### src/rtl/axis_spi_pkg.sv
// Shared types for the AXI-Stream SPI master: FSM state encoding, latched
// per-burst configuration and the widest supported word.
package axis_spi_pkg;

   localparam int MAX_DATA_WIDTH = 32;
   localparam int MAX_CS_SEL_W   = 8;

   typedef enum logic [2:0] {
      IDLE,
      LEAD,
      SHIFT,
      TRAIL,
      WAIT_NEXT,
      GAP
   } spi_state_e;

   typedef struct packed {
      logic                    cpol;
      logic                    cpha;
      logic                    lsb_first;
      logic [MAX_CS_SEL_W-1:0] cs_sel;
   } spi_cfg_t;

endpackage

### src/rtl/spi_edge_gen.sv
// SCLK timing for the SPI master: a half-period down-counter that ticks at
// zero and reloads, plus a count of SCLK edges within one word.
module spi_edge_gen #(
   parameter int DATA_WIDTH    = 8,
   parameter int DIVIDER_WIDTH = 32
) (
   input  logic                     clk_i,
   input  logic                     arstn_i,
   input  logic                     start_i,
   input  logic                     run_i,
   input  logic                     shift_i,
   input  logic [DIVIDER_WIDTH-1:0] reload_i,
   output logic                     tick_o,
   output logic                     lead_edge_o,
   output logic                     trail_edge_o,
   output logic                     last_edge_o
);

   localparam int EW = $clog2(2 * DATA_WIDTH);

   logic [DIVIDER_WIDTH-1:0] div_cnt_q;
   logic [EW-1:0]            edge_cnt_q;

   assign tick_o       = run_i && (div_cnt_q == '0);
   assign lead_edge_o  = tick_o && shift_i && !edge_cnt_q[0];
   assign trail_edge_o = tick_o && shift_i && edge_cnt_q[0];
   assign last_edge_o  = trail_edge_o && (edge_cnt_q == EW'(2 * DATA_WIDTH - 1));

   // Half-period countdown; edges are only counted while the FSM is shifting.
   always_ff @(posedge clk_i or negedge arstn_i) begin
      if (!arstn_i) begin
         div_cnt_q  <= '0;
         edge_cnt_q <= '0;
      end else if (start_i) begin
         div_cnt_q  <= reload_i;
         edge_cnt_q <= '0;
      end else if (run_i) begin
         if (div_cnt_q == '0) begin
            div_cnt_q <= reload_i;
            if (shift_i) edge_cnt_q <= edge_cnt_q + 1'b1;
         end else begin
            div_cnt_q <= div_cnt_q - 1'b1;
         end
      end
   end

endmodule

### src/rtl/axis_spi_master_mc.sv
// AXI-Stream SPI master, all CPOL/CPHA modes, MSB/LSB-first, multi-word bursts
// held under one chip select while tlast=0.
// Optional build macro SPI_LOOPBACK_EN adds loopback_i (MISO sampler reads MOSI).
//
// state     | meaning
// IDLE      | CS high, waiting for the first word of a burst
// LEAD      | CS low, one half-period of setup before the first SCLK edge
// SHIFT     | 2*DATA_WIDTH SCLK edges, one per half-period
// TRAIL     | one half-period with SCLK at CPOL, then push RX word (stall if slot full)
// WAIT_NEXT | mid-burst, CS held low, waiting for the next word
// GAP       | CS high for one half-period before returning to IDLE
module axis_spi_master_mc
   import axis_spi_pkg::*;
#(
   parameter int DATA_WIDTH    = 8,
   parameter int CS_NUM        = 4,
   parameter int DIVIDER_WIDTH = 32,
   localparam int CS_W         = (CS_NUM > 1) ? $clog2(CS_NUM) : 1
) (
   input  logic                     clk_i,
   input  logic                     arstn_i,
`ifdef SPI_LOOPBACK_EN
   input  logic                     loopback_i,
`endif
   input  logic [DIVIDER_WIDTH-1:0] clk_divider_i,
   input  logic                     cpol_i,
   input  logic                     cpha_i,
   input  logic                     lsb_first_i,
   input  logic [CS_W-1:0]          cs_sel_i,
   input  logic [DATA_WIDTH-1:0]    s_axis_tdata_i,
   input  logic                     s_axis_tvalid_i,
   input  logic                     s_axis_tlast_i,
   output logic                     s_axis_tready_o,
   output logic [DATA_WIDTH-1:0]    m_axis_tdata_o,
   output logic                     m_axis_tvalid_o,
   input  logic                     m_axis_tready_i,
   output logic                     spi_sclk_o,
   output logic                     spi_mosi_o,
   input  logic                     spi_miso_i,
   output logic [CS_NUM-1:0]        spi_cs_n_o,
   output logic                     busy_o
);

   spi_state_e               state_q;
   spi_cfg_t                 cfg_q;
   logic [DIVIDER_WIDTH-1:0] div_q;
   logic [DATA_WIDTH-1:0]    tx_q, rx_q, m_data_q;
   logic                     m_valid_q, sclk_q, mosi_q, last_q, ready_en_q;
   logic [CS_NUM-1:0]        cs_n_q;

   logic [CS_W-1:0]          sel_eff;
   logic [DATA_WIDTH-1:0]    tx_rev, rx_rev, load_word, rx_word;
   logic [DIVIDER_WIDTH-1:0] div_src, reload;
   logic                     s_hs, cpha_eff, lsb_eff, miso_src, slot_free;
   logic                     run, tick, lead_edge, trail_edge, last_edge;
   logic                     do_sample, do_shift;

   for (genvar i = 0; i < DATA_WIDTH; i++) begin : g_rev
      assign tx_rev[i] = s_axis_tdata_i[DATA_WIDTH-1-i];
      assign rx_rev[i] = rx_q[DATA_WIDTH-1-i];
   end

   // Config comes straight from the inputs on the first word, from the latch mid-burst.
   assign sel_eff   = (int'(cs_sel_i) < CS_NUM) ? cs_sel_i : '0;
   assign cpha_eff  = (state_q == IDLE) ? cpha_i : cfg_q.cpha;
   assign lsb_eff   = (state_q == IDLE) ? lsb_first_i : cfg_q.lsb_first;
   assign div_src   = (state_q == IDLE) ? clk_divider_i : div_q;
   assign reload    = (div_src == '0) ? '0 : div_src - 1'b1;
   // Words are always shifted MSB-first internally; LSB-first is handled by reversal.
   assign load_word = lsb_eff ? tx_rev : s_axis_tdata_i;
   assign rx_word   = cfg_q.lsb_first ? rx_rev : rx_q;
   assign slot_free = !m_valid_q || m_axis_tready_i;
   assign s_hs      = s_axis_tvalid_i && s_axis_tready_o;
   assign run       = (state_q == LEAD) || (state_q == SHIFT) ||
                      (state_q == TRAIL) || (state_q == GAP);
   assign do_sample = cfg_q.cpha ? trail_edge : lead_edge;
   assign do_shift  = cfg_q.cpha ? lead_edge : (trail_edge && !last_edge);

`ifdef SPI_LOOPBACK_EN
   assign miso_src = loopback_i ? mosi_q : spi_miso_i;
`else
   assign miso_src = spi_miso_i;
`endif

   spi_edge_gen #(
      .DATA_WIDTH    (DATA_WIDTH),
      .DIVIDER_WIDTH (DIVIDER_WIDTH)
   ) u_edge_gen (
      .clk_i        (clk_i),
      .arstn_i      (arstn_i),
      .start_i      (s_hs),
      .run_i        (run),
      .shift_i      (state_q == SHIFT),
      .reload_i     (reload),
      .tick_o       (tick),
      .lead_edge_o  (lead_edge),
      .trail_edge_o (trail_edge),
      .last_edge_o  (last_edge)
   );

   // Sequencer: CS/SCLK/MOSI generation, RX assembly and the single-entry RX slot.
   always_ff @(posedge clk_i or negedge arstn_i) begin
      if (!arstn_i) begin
         state_q    <= IDLE;
         cfg_q      <= '0;
         div_q      <= '0;
         tx_q       <= '0;
         rx_q       <= '0;
         m_data_q   <= '0;
         m_valid_q  <= 1'b0;
         sclk_q     <= 1'b0;
         mosi_q     <= 1'b0;
         last_q     <= 1'b0;
         ready_en_q <= 1'b0;
         cs_n_q     <= '1;
      end else begin
         ready_en_q <= 1'b1;
         if (m_valid_q && m_axis_tready_i) m_valid_q <= 1'b0;
         if (s_hs) begin
            last_q <= s_axis_tlast_i;
            rx_q   <= '0;
            if (!cpha_eff) begin
               mosi_q <= load_word[DATA_WIDTH-1];
               tx_q   <= load_word << 1;
            end else begin
               tx_q   <= load_word;
            end
         end
         case (state_q)
            IDLE: if (s_hs) begin
               cfg_q   <= '{cpol: cpol_i, cpha: cpha_i, lsb_first: lsb_first_i,
                            cs_sel: MAX_CS_SEL_W'(sel_eff)};
               div_q   <= clk_divider_i;
               sclk_q  <= cpol_i;
               cs_n_q  <= ~(CS_NUM'(1) << sel_eff);
               state_q <= LEAD;
            end
            LEAD: if (tick) state_q <= SHIFT;
            SHIFT: begin
               if (lead_edge || trail_edge) sclk_q <= ~sclk_q;
               if (do_sample) rx_q <= {rx_q[DATA_WIDTH-2:0], miso_src};
               if (do_shift) begin
                  mosi_q <= tx_q[DATA_WIDTH-1];
                  tx_q   <= tx_q << 1;
               end
               if (last_edge) state_q <= TRAIL;
            end
            TRAIL: begin
               sclk_q <= cfg_q.cpol;
               if (tick && slot_free) begin
                  m_valid_q <= 1'b1;
                  m_data_q  <= rx_word;
                  if (last_q) begin
                     cs_n_q  <= '1;
                     state_q <= GAP;
                  end else begin
                     state_q <= WAIT_NEXT;
                  end
               end
            end
            WAIT_NEXT: if (s_hs) begin
               cs_n_q  <= ~(CS_NUM'(1) << cfg_q.cs_sel);
               state_q <= SHIFT;
            end
            GAP: if (tick) state_q <= IDLE;
            default: state_q <= IDLE;
         endcase
      end
   end

   assign s_axis_tready_o = ready_en_q &&
                            ((state_q == IDLE) || ((state_q == WAIT_NEXT) && !m_valid_q));
   assign m_axis_tdata_o  = m_data_q;
   assign m_axis_tvalid_o = m_valid_q;
   assign spi_sclk_o      = (state_q == IDLE) ? cpol_i : sclk_q;
   assign spi_mosi_o      = mosi_q;
   assign spi_cs_n_o      = cs_n_q;
   assign busy_o          = (state_q != IDLE);

endmodule
### config.mk
export PLATFORM = sky130hd
export DESIGN_NAME = axis_spi_master_mc
export DESIGN_NICKNAME = d
export VERILOG_FILES = /design/src/rtl/axis_spi_pkg.sv /design/src/rtl/spi_edge_gen.sv /design/src/rtl/axis_spi_master_mc.sv
export SDC_FILE = /design/constraint.sdc
export NUM_CORES = 1
export LEC_CHECK = 0
export CAP_MARGIN = 20
export CORE_ASPECT_RATIO = 2
export CORE_UTILIZATION = 53
export CTS_CLUSTER_SIZE = 16
export DETAILED_ROUTE_END_ITERATION = 7
export GPL_ROUTABILITY_DRIVEN = 0
export GPL_TIMING_DRIVEN = 0
export MAX_ROUTING_LAYER = met4
export PLACE_DENSITY = 0.78
export SYNTH_ARGS = -nofsm -noshare
export SYNTH_HDL_FRONTEND = slang
export SYNTH_SLANG_ARGS = --single-unit
### constraint.sdc
create_clock -name clk_i -period 4.45 [get_ports clk_i]
set_clock_uncertainty 0.2 [all_clocks]
set_input_delay 0.445 -clock clk_i [delete_from_list [all_inputs] [get_ports clk_i]]
set_output_delay 0.445 -clock clk_i [all_outputs]
set_load 0.005 [all_outputs]
# ---- Yosys cells after proc, flatten, opt, wreduce, memory -nomap -nowiden
# Cells that the tools add are included.
dict set report word_totals {
  register_bits 109
  inputBits 51
  output_inout_bits 17
  elab_cells 120
}
dict set report classes {
  addsub 3
  eq_ne 14
  shifts 2
  muxes 46
  bitwise_logic 3
  reduce_logical 35
}
# cell n
set ops {}
lappend ops {{$mux W32} 5}
lappend ops {{$mux W8} 9}
lappend ops {{$logic_not A32 Y1} 2}
lappend ops {{$sub A32 B1 Y32 const B} 2}
lappend ops {{$mux W4} 8}
lappend ops {{$mux W3} 6}
lappend ops {{$pmux W3 S6} 1}
lappend ops {{$mux W1} 15}
lappend ops {{$ne A2 B2 Y1 const B} 7}
lappend ops {{$pmux W4 S3} 1}
lappend ops {{$logic_and A1 B1 Y1} 11}
lappend ops {{$reduce_bool A3 Y1} 3}
lappend ops {{$not A4 Y4} 2}
lappend ops {{$shl A1 B2 Y4 const A} 2}
lappend ops {{$eq A3 B2 Y1 const B} 2}
lappend ops {{$eq A3 B3 Y1 const B} 2}
lappend ops {{$logic_or A1 B1 Y1} 6}
lappend ops {{$reduce_and A3 Y1} 2}
lappend ops {{$reduce_and A6 Y1} 1}
lappend ops {{$reduce_bool A2 Y1} 3}
lappend ops {{$reduce_and A5 Y1} 1}
lappend ops {{$add A4 B1 Y4 const B} 1}
lappend ops {{$eq A4 B4 Y1 const B} 1}
lappend ops {{$reduce_and A2 Y1} 2}
lappend ops {{6 further kinds} 8}

# ---- Longest topological paths before layout
# Gate-level depths: netlist (run 1).
dict set report depth {
  word_depth 13
  depth_mapped 13
  ltp_nobuf 10
}

# ---- Modules after synthesis
# Synthesis (run 1) repeated with hierarchy kept, for this count alone.
dict set report hier_totals {
  hier_cells 835
  area_unflattened_um2 7274.5
}
# module instances cells_per_inst area_each_um2 seq_area_each_um2
set modules_own_cells {}
lappend modules_own_cells {axis_spi_master_mc 1 544 4912.2 1831.8}
lappend modules_own_cells {spi_edge_gen 1 291 2362.3 900.9}

# ---- Worst setup path before layout (run 1)
# OpenSTA, ideal clock, no wires.
dict set report synth_timing {
  path_type {register -> register}
  startpoint {reg state_q[2]}
  endpoint {reg u_edge_gen.div_cnt_q[25]}
  setup_ns 0.126
  arrival_time_ns 4.397
  required_time_ns 4.124
  path_slack_ns -0.273
  path_stages_with_launch 14
  path_buffers 3
  synth_period_minus_slack_ns 4.723
  path_cell_list {dfrtp_1 -> nor3_2 -> clkbuf_1 -> buf_1 -> clkbuf_1 -> mux2i_1 -> ha_1 -> nor3b_1 -> nor4b_1 -> a2bb2oi_2 -> nand4b_1 -> nand2_1 -> nor2_1 -> a221o_1}
}
dict set report synth_between {
  elab_chain_len 7
  elab_cells_between_ends 21
  cone_classes {add/sub: 1; eq/ne: 5; mux: 5; reduce/logical: 10}
}
# element line
set synth_rtl {}
lappend synth_rtl {{start: declaration} axis_spi_master_mc.sv:44} ;# spi_state_e state_q;
lappend synth_rtl {{start signal: assignment} axis_spi_master_mc.sv:104} ;# state_q <= IDLE;
lappend synth_rtl {{start signal: assignment} axis_spi_master_mc.sv:136} ;# state_q <= LEAD;
lappend synth_rtl {{start signal: assignment} axis_spi_master_mc.sv:138} ;# LEAD: if (tick) state_q <= SHIFT;
lappend synth_rtl {{$logic_not A3 Y1} {axis_spi_master_mc.sv:67, axis_spi_master_mc.sv:172}}
lappend synth_rtl {{$mux W32} axis_spi_master_mc.sv:67} ;# assign div_src = (state_q == IDLE) ? clk_divider_i : div_q;
lappend synth_rtl {{$sub A32 B1 Y32 or $logic_not A32 Y1 (tied branches)} axis_spi_master_mc.sv:68} ;# assign reload = (div_src == '0) ? '0 : div_src - 1'b1;
lappend synth_rtl {{$mux W32} axis_spi_master_mc.sv:68}
lappend synth_rtl {{$mux W32} spi_edge_gen.sv:38} ;# if (div_cnt_q == '0) begin
lappend synth_rtl {{$mux W32} spi_edge_gen.sv:37} ;# end else if (run_i) begin
lappend synth_rtl {{$mux W32} spi_edge_gen.sv:34} ;# end else if (start_i) begin
lappend synth_rtl {{end signal: assignment} spi_edge_gen.sv:35} ;# div_cnt_q <= reload_i;
lappend synth_rtl {{end signal: assignment} spi_edge_gen.sv:39} ;# div_cnt_q <= reload_i;
lappend synth_rtl {{end signal: assignment} spi_edge_gen.sv:42} ;# div_cnt_q <= div_cnt_q - 1'b1;
lappend synth_rtl {{end: declaration} spi_edge_gen.sv:21} ;# logic [DIVIDER_WIDTH-1:0] div_cnt_q;
# Several ways; a longest one is shown, not always the timed one. The select of a mux whose other input is x is not followed.
# A chain may end at the register's enable or synchronous reset.

# ---- Worst setup path in the final report (run 1)
dict set report layout_timing {
  startpoint {reg state_q[1]}
  endpoint {reg u_edge_gen.div_cnt_q[29]}
}
# The elaborated chain is that of the path after synthesis.

==> flow_summary.yaml, run 1 <==
worst_setup_path:
  setup.reg_to_reg.worst_slack_ns: 0.16
  reg2reg_depth: 14
  critPathRequiredTime_ns: 4.49
  cp_top_family: "simple AND/OR/NAND/NOR gates"
  critPathBufInv: 4
  cp_common_cell: "buf_4"
  critPathMaxStageDelay_ns: 0.41
  crit_type: "reg2reg"
  cp_slowest_cell: "dfrtp_1"
  cp-end-kind: "flop"
  timing.critical_path.fanout_max: 10
  reg2reg_to: "u_edge_gen.div_cnt_q[29]$_DFFE_PN0P_"
  worstReg2RegStart: "state_q[1]$_DFFE_PN0P_"
  critPathArrivalTime_ns: 4.33
  path_cells: "nor3_4 > buf_6 > buf_4 > clkbuf_4 > mux2i_4 > ha_2 > nor3b_2 > nor4b_4 > a2bb2oi_4 > nand4b_1 > buf_4 > nand2_1 > nor2_1 > a221o_1"
  critPathLaunchType: "flop"
synthesis:
  synth_top_cells_by_area: "dfrtp_1, mux2_2, mux2i_1"
  ys_ff_latch: 109
  synth.top_cells.by_count: "dfrtp_1, nand2_1, o21ai_0, nor2_1, a21oi_1"
  synthesis.yosys.warnings: 0
  synthDistinctLibCells: 68
  avg_inst_size_synth_um2: 8.96
  synth_top_cell_area_share: 0.379
  yosysTopAreaCell: "dfrtp_1"
  synthCells: 775
  syn-cell-area_um2: 6940
  yosysSeqAreaShare: 0.394
  synth_ff_type: "dfrtp_1"
  synth.net_count: 830
  postSynth.asyncResetShare: 1.00
  synth_enable_flop_cells: 0
  synthMostInstantiatedCell: "dfrtp_1"
die:
  die_x_um: 82.9
  die_h_um: 164
  io_pins: 68
  die_area_um2: 13600
  rows: 58
  initial_utilization: 0.547
  core-area_um2: 12700
pwr:
  power.internal_uw: 1540
  sequentialPowerShare: 0.510
  power.net_switching_uw: 598
  leakagePower_uw: 0.00347
  share_comb_of_total_power: 0.112
  clock_power_share: 0.378
  maximum_vdd_drop_uv: 193
  pwr_density_cell_nw_per_um2: 258
  switching_share: 0.280
sta:
  rsz_0062_raised_after_global_routing: "no"
  finalHoldWorstSlack_ns: 0.297
  setup_tns_ns: 0
  finalWorstPathRequiredPeriod_ns: 4.29
  setup_violations: 0
  timing_hold_violations_final: 0
  post-route-period-util: 0.964
  worst_slew_margin_rel: 0.304
  worst-slew-pin-transition_ns: 1.02
  report.final.slew_viol_count: 0
  fmax_mhz: 233
layout:
  post_route_cells_drive_above_1_share: 0.122
  finalNetCount: 919
  antennaDiodeCount: 0
  synthToLayoutAreaGrowth_pct: 19.2
outcome:
  violations: "design-rule violations"
  outcome: "complete, but fails checks"
place:
  dp_hpwl_um: 15900
  io_buffer_count: 67
clock_network:
  clock_path_buffers: 2
  cts_buffers: 9
  clock_sink_count: 109
  cts_tree: "built"
  clk_latency_ns: 0.36
  ctsHtreeMaxLevel: 3
  cts.clk_slew.worst_paths_ns: 0.08
  ctsRootBufferMaster: "clkbuf_16"
min_path:
  worstHoldPathType: "reg2reg"
  min_from: "m_axis_tdata_o[3]$_DFFE_PN0P_"
  holdPathStages: 2
  hold_endpoint: "m_axis_tdata_o[3]$_DFFE_PN0P_"
route:
  detail_route.wl_per_cell_um: 21.4
  num_vias: 6828
  drt_drc_violations_left: 1
  drt-total-wl_um: 21800
  dr.first_iter.drc_count: 612
  routed_via_density: 6.70
  drt-pass1-iter-count: 8
  antenna_violating_nets_post_route: 0
grt:
  grt_pass1_wl_um: 34400
  antenna_found_initial: 0
  grt_pass1_vias: 6825
  gr-total-overflow: 0
  gr-usage-all-layers: 0.332
  grt_max_degree: 65
flow_run:
  number_of_max_cap_violations: 0
-- stage by stage --
stage | power [uW] | instances | cell area [um2] | worst slack (ns) | util
2_1_floorplan | 1210 | 775 | 6950 | 0.0500 | -
4_1_cts | 2120 | 1016 | 8230 | 0.0252 | 0.648
6_report | 2130 | 1019 | 8270 | 0.158 | 0.652
5_1_grt | 2200 | 1019 | 8270 | 0.0353 | 0.652
3_3_place_gp | 1320 | 992 | 7810 | -2.04 | 0.615
3_5_place_dp | 1330 | 993 | 7840 | -2.10 | 0.617
-- kinds of logic (layout without fill, tap and decap cells) --
group                      count (synthesis)  in the layout  synth area share
xor gates and xnor gates                  41             41            0.0517
adders and majority gates                  4              4           0.00721
muxes                                     84             84             0.128
DFF                                      109            109             0.394
other                                      1              1          0.000540
AOI/OAI and AO/OA                        189            189             0.165
and+or+nand+nor                          303            303             0.225
buffers and inverters                     44            138            0.0279
-- placed cells by master (no fill, tap or decap), types with 9 or more instances in the layout --
cell and instances:
and3_1 10, nand2_1 84, o21ai_0 74, clkdlybuf4s50_1 66, xor2_1 19, xnor2_1 22
mux2_2 40, nor2_1 67, dfrtp_1 105, nor2b_1 9, or4_1 15, mux2i_1 43
buf_4 13, a211oi_1 9, clkbuf_1 18, nor3_1 26, nor4_1 20, clkbuf_16 9
nand3_1 21, a21oi_1 52
-- worst max-delay path by stage --
stage | start | endpoint | cells past startpoint | slack (ns)
after floorplan | state_q[2]$_DFFE_PN0P_ | u_edge_gen.div_cnt_q[25]$_DFFE_PN0P_ | 13 | 0.05
after global placement | state_q[2]$_DFFE_PN0P_ | u_edge_gen.div_cnt_q[30]$_DFFE_PN0P_ | 13 | -2.04
after detailed placement | state_q[2]$_DFFE_PN0P_ | u_edge_gen.div_cnt_q[30]$_DFFE_PN0P_ | 13 | -2.10
after CTS | state_q[0]$_DFFE_PN0P_ | u_edge_gen.div_cnt_q[29]$_DFFE_PN0P_ | 14 | 0.03
after global routing | state_q[0]$_DFFE_PN0P_ | u_edge_gen.div_cnt_q[29]$_DFFE_PN0P_ | 14 | 0.04
final | state_q[1]$_DFFE_PN0P_ | u_edge_gen.div_cnt_q[29]$_DFFE_PN0P_ | 14 | 0.16
-- repair_timing --
| item | in CTS | in global routing |
|---|---|---|
| resized for setup | 13 | 6 |
| pin swaps | 2 | 2 |
| hold buffers | 1 | 0 |
| setup endpoints to repair | 33 | 26 |
| endpoints found under the hold margin | 45 | 0 |
| setup buffers | 6 | 3 |
-- layer usage --
| layer | up-vias | wire [um] | GRT usage |
|---|---|---|---|
| met4 | 0 | 1440 | 0.242 |
| met3 | 128 | 1430 | 0.0608 |
| met5 | - | 0 | - |
| li1 | 3033 | - | - |
| met2 | 406 | 11400 | 0.579 |
| met1 | 3261 | 7510 | 0.328 |
-- power groups by stage --
stage	clock network (uW)	logic, uW	registers, uW
after floorplan	0	118	1090
after global placement	0	218	1100
after detailed placement	0	231	1100
final	808	239	1090
after CTS	804	235	1080
after global routing	845	263	1090
-- flip-flops by register name (all words and copies together), names as in the netlist, 3 cells and up --
| signal | count |
|---|---|
| state_q | 3 |
| cfg_q | 5 |
| u_edge_gen.div_cnt_q | 32 |
| tx_q | 8 |
| div_q | 32 |
| u_edge_gen.edge_cnt_q | 4 |
| m_axis_tdata_o | 8 |
| spi_cs_n_o | 4 |
| rx_q | 8 |
-- area by class of cell --
class                   count  area (um2)
fillers                  1044        4430
multi-input cells         622        4090
flip-flops and latches    109        2730
repair buffers             78         773
clock buffers              10         229
well taps                 150         188
plain buffers              36         181
clock inverters             6        53.8
inverters                   8        30.0
-- worst reg2reg max path, cell delays in order, from the launching register on --
cell and delay, ns:
dfrtp_1 0.41, nor3_4 0.34, buf_6 0.23, buf_4 0.24
clkbuf_4 0.30, mux2i_4 0.31, ha_2 0.26, nor3b_2 0.23
nor4b_4 0.33, a2bb2oi_4 0.27, nand4b_1 0.20, buf_4 0.22
nand2_1 0.13, nor2_1 0.14, a221o_1 0.37
Note: power is estimated with default switching activity, not from simulation.
==> run 2, diff against run 1 <==
CORE_MARGIN = 5   (was default)
==> flow_summary.yaml, run 2 (same netlist as run 1, synthesis figures left out) <==
sta:
  post-route-period-util: 0.967
  report.final.slew_viol_count: 0
  worst_slew_margin_rel: 0.288
  finalHoldWorstSlack_ns: 0.289
  setup_violations: 0
  layout_setup_ws_ns: 0.145
  timing_hold_violations_final: 0
  worst-slew-pin-transition_ns: 1.06
  fmax_mhz: 232
  finalWorstPathRequiredPeriod_ns: 4.31
worst_setup_path:
  crit_path_end: "u_edge_gen.div_cnt_q[30]$_DFFE_PN0P_"
  reg2reg_to: "u_edge_gen.div_cnt_q[30]$_DFFE_PN0P_"
  critPathLaunchType: "flop"
  crit_type: "reg2reg"
  setup.reg_to_reg.worst_slack_ns: 0.14
  critPathArrivalTime_ns: 4.33
  cp-end-kind: "flop"
  reg2reg_depth: 13
  cp-startpoint: "state_q[2]$_DFFE_PN0P_"
  worstReg2RegStart: "state_q[2]$_DFFE_PN0P_"
  timing.critical_path.fanout_max: 19
  critPathRequiredTime_ns: 4.47
route:
  detail_route.wl_per_cell_um: 21.0
  dr.first_iter.drc_count: 713
  drt-total-wl_um: 21300
  num_vias: 6669
  antenna_violating_nets_post_route: 0
  drt-pass1-iter-count: 6
  routed_via_density: 6.56
  drt_drc_violations_left: 0
clock_network:
  ctsHtreeMaxLevel: 3
  clock_path_buffers: 2
  clk_latency_ns: 0.36
  cts.clk_slew.worst_paths_ns: 0.08
  cts_tree: "built"
  clock_sink_count: 109
  cts_buffers: 9
  ctsRootBufferMaster: "clkbuf_16"
die:
  initial_utilization: 0.537
  io_pins: 68
  rows: 59
  die_h_um: 172
  die_area_um2: 15600
  die_x_um: 90.9
  core-area_um2: 12900
layout:
  synthToLayoutAreaGrowth_pct: 18.6
  multiInputGateArea_um2: 4060
  seq_cell_area_um2: 2730
  finalNetCount: 915
  num-fill-cells: 1049
  largest_regs: "div_q: 32 flops, u_edge_gen.div_cnt_q: 32 flops"
  post_route_cells_drive_above_1_share: 0.112
  mostFrequentLayoutCells: "dfrtp_1, nand2_1, o21ai_0"
  most_frequent_standard_cell_in_the_layout_excluding_fill_and_tap_cells: "dfrtp_1"
  antennaDiodeCount: 0
grt:
  antenna_found_initial: 0
  gr-usage-all-layers: 0.279
  gr-total-overflow: 0
  grt_pass1_wl_um: 34200
  grt_max_degree: 62
  grt_pass1_vias: 7117
pwr:
  maximum_vdd_drop_uv: 201
  totalPowerFinal_uw: 2140
  pwr_density_cell_nw_per_um2: 259
  leakagePower_uw: 0.00345
place:
  dp_slack_ns: -1.76
  dp_hpwl_um: 16400
  io_buffer_count: 67
min_path:
  worstHoldPathType: "reg2reg"
flow_run:
  number_of_max_cap_violations: 0
outcome:
  outcome: "complete, no violations"
run 2: cell count changes in the layout (fill, tap and decap cells not counted), sizes merged:
cell / change
buf: -3
clkinv: +2
clkbuf: -1
clkinvlp: -1
inv: -1
run 2: cell type report:
| type | instances | area share |
|---|---|---|
| multi-input cells | 622 | 0.493 |
| flip-flops and latches | 109 | 0.332 |
| repair buffers | 75 | 0.0912 |
| clock buffers | 10 | 0.0290 |
| well taps | 152 | 0.0231 |
| plain buffers | 35 | 0.0210 |
| clock inverters | 6 | 0.00760 |
| inverters | 8 | 0.00365 |
run 2: worst min-delay path by stage:
stage / from / end / slack (ns) / cells after the start
floorplan: arstn_i / cfg_q[0]$_DFFE_PN0P_ / -0.05 / 0
global placement: m_axis_tdata_o[0]$_DFFE_PN0P_ / m_axis_tdata_o[0]$_DFFE_PN0P_ / 0.27 / 2
detailed placement: tx_q[4]$_DFF_PN0_ / tx_q[5]$_DFF_PN0_ / 0.27 / 2
CTS: tx_q[4]$_DFF_PN0_ / tx_q[5]$_DFF_PN0_ / 0.29 / 2
global route: div_q[28]$_DFFE_PN0P_ / div_q[28]$_DFFE_PN0P_ / 0.32 / 1
finish: tx_q[4]$_DFF_PN0_ / tx_q[5]$_DFF_PN0_ / 0.29 / 2
run 2: what timing repair did:
action	in CTS	in global routing
endpoints found under the hold margin	48	0
pin swaps	2	0
resized for setup	6	5
setup endpoints to repair	32	22
buffers inserted	3	2
hold buffers	1	0
run 2: critical path, stage by stage (launching register included):
cell and delay, ns:
dfrtp_1 0.44, nor3_4 0.27, clkbuf_4 0.30, buf_6 0.24
mux2i_1 0.30, ha_1 0.32, nor3b_1 0.32, nor4b_4 0.39
a2bb2oi_4 0.30, nand4b_1 0.15, buf_4 0.19, nand3_1 0.25
buf_2 0.32, o221ai_1 0.17
run 2: where the power goes:
group          switching (uW)  leakage, uW  internal [uW]
Combinational             133      0.00197            106
Clock                     399     0.000148            410
Sequential               50.4      0.00134           1040
run 2: per-layer routing:
metal | GRT usage | vias up | share of wire
met3 | 0.0374 | 128 | 0.048
met2 | 0.510 | 313 | 0.54
met5 | - | - | 0
li1 | - | 3021 | -
met4 | 0.216 | 0 | 0.080
met1 | 0.257 | 3207 | 0.33
run 2: stage by stage:
stage	std cells	util	TNS [ns]	instance area (um2)
2_1_floorplan	775	-	0	6950
3_3_place_gp	994	0.605	-179.52	7820
4_1_cts	1014	0.635	0	8200
5_1_grt	1017	0.637	-0.102	8230
6_report	1017	0.637	0	8230
3_5_place_dp	995	0.607	-48.47	7840
